<file path="config.mk">
export PLATFORM = sky130hd
export DESIGN_NAME = divider
export DESIGN_NICKNAME = d
export VERILOG_FILES = /design/src/rtl/divider.sv
export SDC_FILE = /design/constraint.sdc
export NUM_CORES = 1
export LEC_CHECK = 0
export CORE_UTILIZATION = 30
export CTS_CLUSTER_SIZE = 10
export DETAILED_ROUTE_END_ITERATION = 10
export MAX_ROUTING_LAYER = met4
export PLACE_DENSITY = 0.59
export SYNTH_ARGS = -nofsm -noshare
export SYNTH_HDL_FRONTEND = slang
export SYNTH_SLANG_ARGS = --single-unit
</file>
<file path="constraint.sdc">
create_clock -name clk -period 7.5 [get_ports clk]
set_input_delay 0.75 -clock clk [delete_from_list [all_inputs] [get_ports clk]]
set_output_delay 0.75 -clock clk [all_outputs]
set_load 0.05 [all_outputs]
</file>
<file path="src/rtl/divider.sv">
// divider: iterative restoring divider; define DIVIDER_SIGNED_EN to add signed_op (two's-complement divide).
// Latency: valid pulses WIDTH+1 cycles after the start edge; divide-by-zero and signed MIN/-1 take a 1-cycle fast path.
// Backpressure: ready=0 while busy (CALC, DONE); start is ignored unless ready=1 and operands are sampled only on acceptance.
module divider #(
  parameter int WIDTH = 32
) (
  input  logic             clk,
  input  logic             rst,
  input  logic             start,
  input  logic [WIDTH-1:0] dividend,
  input  logic [WIDTH-1:0] divisor,
`ifdef DIVIDER_SIGNED_EN
  input  logic             signed_op,
`endif
  output logic             ready,
  output logic             valid,
  output logic [WIDTH-1:0] quotient,
  output logic [WIDTH-1:0] remainder,
  output logic             zero_flag,
  output logic             exception_flag,
  output logic             overflow_flag
);

  localparam int CW = $clog2(WIDTH);
  localparam logic [CW-1:0] LAST = CW'(WIDTH - 1);

  typedef enum logic [1:0] {
    IDLE = 2'd0,
    CALC = 2'd1,
    DONE = 2'd2
  } state_t;

  state_t           state;
  state_t           state_nxt;
  logic [CW-1:0]    cnt;
  logic [WIDTH-1:0] rem_r;
  logic [WIDTH-1:0] q_r;
  logic [WIDTH-1:0] dvs_r;
  logic             neg_q;
  logic             neg_r;

  logic             accept;
  logic             div_zero;
  logic             dvd_neg;
  logic             dvs_neg;
  logic             ovf;
  logic [WIDTH-1:0] dvd_mag;
  logic [WIDTH-1:0] dvs_mag;
  logic [WIDTH:0]   r_sh;
  logic [WIDTH:0]   trial;
  logic [WIDTH-1:0] r_nxt;
  logic [WIDTH-1:0] q_nxt;
  logic [WIDTH-1:0] q_fin;
  logic [WIDTH-1:0] r_fin;

  assign accept   = start && (state == IDLE);
  assign div_zero = (divisor == '0);

`ifdef DIVIDER_SIGNED_EN
  localparam logic [WIDTH-1:0] MIN_VAL = {1'b1, {(WIDTH-1){1'b0}}};
  assign dvd_neg = signed_op & dividend[WIDTH-1];
  assign dvs_neg = signed_op & divisor[WIDTH-1];
  assign ovf     = signed_op && (dividend == MIN_VAL) && (divisor == '1);
`else
  assign dvd_neg = 1'b0;
  assign dvs_neg = 1'b0;
  assign ovf     = 1'b0;
`endif

  // The core always divides magnitudes; MIN negates to itself, which is the correct unsigned magnitude.
  assign dvd_mag = dvd_neg ? -dividend : dividend;
  assign dvs_mag = dvs_neg ? -divisor : divisor;

  // One restoring step: the shifted partial remainder is WIDTH+1 bits, the trial MSB is its sign.
  always_comb begin
    r_sh  = {rem_r, q_r[WIDTH-1]};
    trial = r_sh - {1'b0, dvs_r};
    if (!trial[WIDTH]) begin
      r_nxt = trial[WIDTH-1:0];
      q_nxt = {q_r[WIDTH-2:0], 1'b1};
    end else begin
      r_nxt = r_sh[WIDTH-1:0];
      q_nxt = {q_r[WIDTH-2:0], 1'b0};
    end
    q_fin = neg_q ? -q_nxt : q_nxt;
    r_fin = neg_r ? -r_nxt : r_nxt;
  end

  always_ff @(posedge clk) begin
    if (rst) begin
      state <= IDLE;
    end else begin
      state <= state_nxt;
    end
  end

  always_comb begin
    state_nxt = state;
    case (state)
      IDLE: begin
        if (start) begin
          state_nxt = (div_zero || ovf) ? DONE : CALC;
        end
      end
      CALC: begin
        if (cnt == LAST) begin
          state_nxt = DONE;
        end
      end
      DONE:    state_nxt = IDLE;
      default: state_nxt = IDLE;
    endcase
  end

  always_comb begin
    ready = (state == IDLE);
    valid = (state == DONE);
  end

  always_ff @(posedge clk) begin
    if (rst) begin
      cnt            <= '0;
      rem_r          <= '0;
      q_r            <= '0;
      dvs_r          <= '0;
      neg_q          <= 1'b0;
      neg_r          <= 1'b0;
      quotient       <= '0;
      remainder      <= '0;
      zero_flag      <= 1'b0;
      exception_flag <= 1'b0;
      overflow_flag  <= 1'b0;
    end else if (accept) begin
      cnt            <= '0;
      rem_r          <= '0;
      q_r            <= dvd_mag;
      dvs_r          <= dvs_mag;
      neg_q          <= dvd_neg ^ dvs_neg;
      neg_r          <= dvd_neg;
      quotient       <= '0;
      remainder      <= '0;
      zero_flag      <= 1'b0;
      exception_flag <= 1'b0;
      overflow_flag  <= 1'b0;
      // Fast-path results are written here so they are ready on entry to DONE.
      if (div_zero) begin
        quotient       <= '1;
        remainder      <= dividend;
        exception_flag <= 1'b1;
      end else if (ovf) begin
        quotient      <= dividend;
        overflow_flag <= 1'b1;
      end
    end else if (state == CALC) begin
      rem_r <= r_nxt;
      q_r   <= q_nxt;
      cnt   <= cnt + CW'(1);
      if (cnt == LAST) begin
        quotient  <= q_fin;
        remainder <= r_fin;
        zero_flag <= (q_fin == '0);
      end
    end
  end

endmodule

</file>
Word-level counts from Yosys, hierarchy flattened
Index checks and enable logic that the tools add are counted.
- register bits after elaboration: 169
- bits of input ports: 67
- logic and storage cells: 43
- $add $sub $neg: 2
- eq/ne operators: 5
- muxes and demuxes: 17
- reductions and logical operators: 10
- operator list (cell ; number):
    32-bit two-way mux ; 11
    32-bit zero test ; 2
    33-bit by 32-bit subtractor with 33-bit output ; 1
    2-bit two-way mux ; 3
    2-bit AND reduction ; 3
    5-bit by 1-bit adder with 5-bit output (second input constant) ; 1
    5-bit equality test (second input constant) ; 1
    2-bit != test (second input constant) ; 2
    2-bit one-hot mux with 2 select lines ; 1
    2-bit nonzero test ; 2
    2-bit by 1-bit equality test with 1-bit output (second input constant) ; 1
    2-bit equality test (second input constant) ; 1
    2-bit zero test ; 1
    1-bit two-way mux ; 2
    2-bit OR reduction ; 1
    1-bit logical AND ; 1

Longest topological paths before layout
- depth in word-level cells: 5
- depth in mapped cells: 16

Least setup slack after synthesis
OpenSTA, ideal clock, no wires.
- path type: flip-flop to flip-flop
- start point: register q_r[31]
- end point: register remainder[0]
- library setup time: 0.103 ns
- data arrival time: 3.011 ns
- setup slack: 4.385 ns
- cell stages (with the launch flop): 14
- path buffers: 1
- cells stage by stage: dfxtp_1 > inv_1 > ha_1 > fa_1 > and2b_1 > o2111ai_2 > a21oi_2 > o211ai_2 > a211oi_4 > o21ai_4 > xor2_2 > buf_6 > mux2_4 > a2111oi_2
- word-level cells in the longest chain between the ends: 5
- ends and longest elaborated chain (element ; RTL line ; source):
    start, declared ; 37 ; logic [WIDTH-1:0] q_r;
    start signal, assigned ; 136 ; q_r <= dvd_mag;
    start signal, assigned ; 156 ; q_r <= q_nxt;
    33-bit by 32-bit subtractor with 33-bit output ; 77 ; trial = r_sh - {1'b0, dvs_r};
    32-bit two-way mux (*) ; 78 ; if (!trial[WIDTH]) begin
    32-bit two-way mux (*) ; 158 ; if (cnt == LAST) begin
    32-bit two-way mux (*) ; 154 ; end else if (state == CALC) begin
    32-bit two-way mux (*) ; 133 ; end else if (accept) begin
    end signal, assigned ; 148 ; remainder <= dividend;
    end signal, assigned ; 160 ; remainder <= r_fin;
    end, declared ; 18 ; output logic [WIDTH-1:0] remainder,
Mark *: on every way between the ends. The rest lies on a longest branch, timed or not. The select of a mux whose other input is x is not followed.
A chain may end at the register's enable or synchronous reset.

Final worst setup path
- start point: register q_r[31]
- end point: register remainder[1]
- word-level cells in the longest chain between the ends: 5
- ends and longest elaborated chain (element ; RTL line):
    33-bit by 32-bit subtractor with 33-bit output ; 77
    32-bit two-way mux ; 78
    32-bit two-way mux ; 158
    32-bit two-way mux ; 154
    32-bit two-way mux ; 133
Every way passes these cells. The select of a mux whose other input is x is not followed.

==> impl_results.md <==
* Status: finished, final reports clean
* Pin count of the biggest net entering global routing at 84
* EDFF count, synth at 0
* Sequential power share at 37.7%
* Hold path cells at 2
* Syn Nets at 1181
* Clk_lat worst skew at 430 ps
* Max Cap Viol at 0
* Cts hold-fix bufs at 0
* Setup TNS at 0 ps
* Starting Density at 30.60%
* GR Layer Usage met1 at 26.50%
* Diode count at 0
* WHS Endpoint: dvs_r[15]
* Aggregate global routing overflow at 0
* Final Hold Viols at 0
* Num rows at 61
* Clk_skew at 10.72 ps
* Initial DRC count at 609
* Layout area overhead at 25.85%
* Number of antenna violations at the first check in global routing at 0
* Reg2reg path depth at 13
* Global-route wire length before repair at 40790 microns
* CP Max Fanout at 28
* Die footprint at 29170 sq um
* Worst slew pin tran at 1274 ps
* DR WL/cell at 16.65 microns
* Vias in the first global route at 7452
* Post-Layout Inst Area at 10760 sq um
* Synthesized area at 8547 sq um
* Root buffer cell: clkbuf_16
* Leak pwr at 4.075 nW
* Type of the most critical hold path: flip-flop to flip-flop
* Drt total wl at 25940 microns
* Clk network pwr share at 33.1%
* Pint at 1.712 mW
* DRC errors left at 0
* Seq/Total Area, Yosys at 39.58%
* Post-route clock period utilization at 54.46%
* Arrival time worst endpoint at 4420 ps
* Die Wd at 170.8 microns
* Comb pwr share at 29.3%
* Setup bufs post-CTS at 0
* Finished Core Util at 38.51%
* Worst r2r src: q_r[31]
* Ys async rst share at 0%
* Post-Syn Area per Cell at 7.921 sq um
* Commonest non-fill, non-tap cell in the layout: nand2_1
* Cell Chain, Critical Path: inv_1 -> ha_1 -> fa_1 -> and2b_1 -> o2111ai_2 -> a21oi_2 -> o211ai_2 -> a211oi_4 -> o21ai_4 -> xor2_4 -> buf_4 -> mux2_4 -> a2111oi_2
* Synth cell types at 64
* Sink Count at 169
* Post-placement cell area at 10170 sq um
* Max frequency at 244.8 MHz
* Crit-path slowest cell: xor2_4
* Unrepaired setup endpoints after global routing: no
* Placeable Area at 27930 sq um
* Global Route met3 Usage at 2.568%
* Worst hold start: dvs_r[15]
* First drt pass iteration count at 5
* Met2 Usage GRT at 26.41%
* Post-cts sizing count at 0
* Relative slew margins at 14.98%
* Gr busiest metal: met1
* CP Data Required Time at 7830 ps
* ANT nets after route at 0
* FF+latch count, synth at 169
* Tot GR Track Use at 18.40%
* CTS Buf Count at 17
* Startpoint Class: flip-flop
* Layout net count at 1269
* Vias per cell at 5.085
* # H-tree levels at 4
* PortBufs at 134
* Layout cell share with drive strength beyond 1 at 7.373%
* CP Class: flip-flop to flip-flop
* Crit path time final at 4084 ps
* Ys flop type: dfxtp_1
* CTS tree: built
* Sw Pwr at 938.8 uW
* Die Y at 170.8 microns
* Final setup fails at 0
* Worst setup EP type: flip-flop
* Global placer's final weighted congestion at 0.8666
* Max Root-Sink Buffers at 2
* Hpwl dp at 18820 microns
* I/O pin cnt at 136
* Final Slew Violations at 0
* Switch share at 35.42%
* R2r setup slk at 3420 ps
* DR vias at 7922
* Commonest cells after routing, fill and taps aside: 183 x nand2_1, 169 x dfxtp_1, 147 x a21oi_1
* VDD IR max at 182.4 uV
* Placed instance count at 1526
* Synth warn at 0
* FF-to-FF End: remainder[1]
* Finished Layout Cells at 1558
* Clock slew at reported path FFs at 70 ps
* Post-Syn Instances at 1079
* Cell area power density at 246.4 nW/um^2
* CP max stage delay at 520 ps
[cell families after synthesis]
kind of cell,Yosys count,share of synthesized area [%]
DFF,169,39.58
adders and majority gates,35,5.212
AOI/OAI and AO/OA,343,25.27
xor gates and xnor gates,32,3.367
muxes,22,2.884
buffers and inverters,115,5.358
and+or+nand+nor,362,18.28
other,1,0.04388
[state kept, by name, indices dropped and copies added, names as in the netlist]
name and flops:
cnt 5, dvs_r 32, state 2, exception_flag 1, rem_r 32, remainder 32, quotient 32, q_r 32
zero_flag 1
[worst max-delay path, delay by kind of cell (launching register included)]
family / cells / cell delay (ps)
buffers and inverters: 2 / 520
muxes: 1 / 350
DFF: 1 / 340
AOI/OAI and AO/OA: 6 / 1370
adders and majority gates: 2 / 630
and+or+nand+nor: 1 / 250
xor gates and xnor gates: 1 / 520
[final cells by class]
type / instances / area, sq um
fill: 2917 / 17180
multi-input combinational: 795 / 4751
sequential: 169 / 3383
timing repair buffer: 144 / 1414
tap: 378 / 473.0
clock buffer: 18 / 439.2
inverter: 40 / 150.1
clock inverter: 14 / 146.4
[metrics by stage]
step	power [mW]	hold WS, ps	worst slack, ps
after global routing	2.777	474.4	3075
after detailed placement	1.788	447.7	3410
after floorplan	1.575	436.3	4385
after global placement	1.783	442.8	3532
after CTS	2.662	457.6	3397
final	2.650	454.6	3416
[cells in the mapped netlist (3+ instances only)]
| library cell | number | share of area [%] |
|---|---|---|
| a22oi_1 | 32 | 2.8 |
| o21ai_0 | 58 | 3.4 |
| nand3_1 | 5 | 0.29 |
| buf_2 | 3 | 0.18 |
| xor2_1 | 14 | 1.4 |
| nand2b_1 | 7 | 0.51 |
| o21bai_1 | 6 | 0.53 |
| a32oi_1 | 7 | 0.72 |
| a21o_1 | 18 | 1.6 |
| a2111oi_2 | 10 | 1.8 |
| xnor2_1 | 17 | 1.7 |
| o21a_1 | 4 | 0.35 |
| nor4_1 | 28 | 2.0 |
| clkbuf_1 | 58 | 2.5 |
| mux2i_1 | 7 | 0.82 |
| nand4_1 | 10 | 0.73 |
| dfxtp_1 | 169 | 40 |
| ha_1 | 34 | 5.0 |
| nand2_1 | 185 | 8.1 |
| nor2_1 | 95 | 4.2 |
| a31oi_1 | 35 | 2.6 |
| and2_1 | 3 | 0.22 |
| buf_1 | 10 | 0.44 |
| nor3_1 | 8 | 0.47 |
| inv_1 | 40 | 1.8 |
| and4_1 | 3 | 0.31 |
| and3_1 | 4 | 0.29 |
| a21oi_1 | 147 | 8.6 |
| mux2_2 | 13 | 1.7 |
| nor2b_1 | 6 | 0.44 |
[worst max path at each step]
stage,start,endpoint,slack (ps),cells past startpoint
2_1_floorplan,q_r[31],remainder[0],4390,13
3_3_place_gp,q_r[31],remainder[0],3530,13
3_5_place_dp,q_r[31],remainder[1],3410,13
4_1_cts,q_r[31],remainder[1],3400,13
5_1_grt,q_r[31],remainder[1],3070,13
6_report,q_r[31],remainder[1],3420,13
[power groups by stage]
stage / combinational [mW] / clock, mW / sequential [mW]
CTS: 0.773 / 0.891 / 0.998
global placement: 0.765 / 0 / 1.02
finish: 0.775 / 0.877 / 0.999
floorplan: 0.502 / 0 / 1.07
detailed placement: 0.769 / 0 / 1.02
global route: 0.847 / 0.925 / 1.01
[layer usage]
layer	vias to the layer above	part of all wire, %	routed length [microns]
met3	27	4.8	1251
met4	0	1.8	470
met2	231	42	10850
met1	3673	52	13370
met5	-	0	0
li1	3991	-	-
Power figures use the tool's default switching activity.
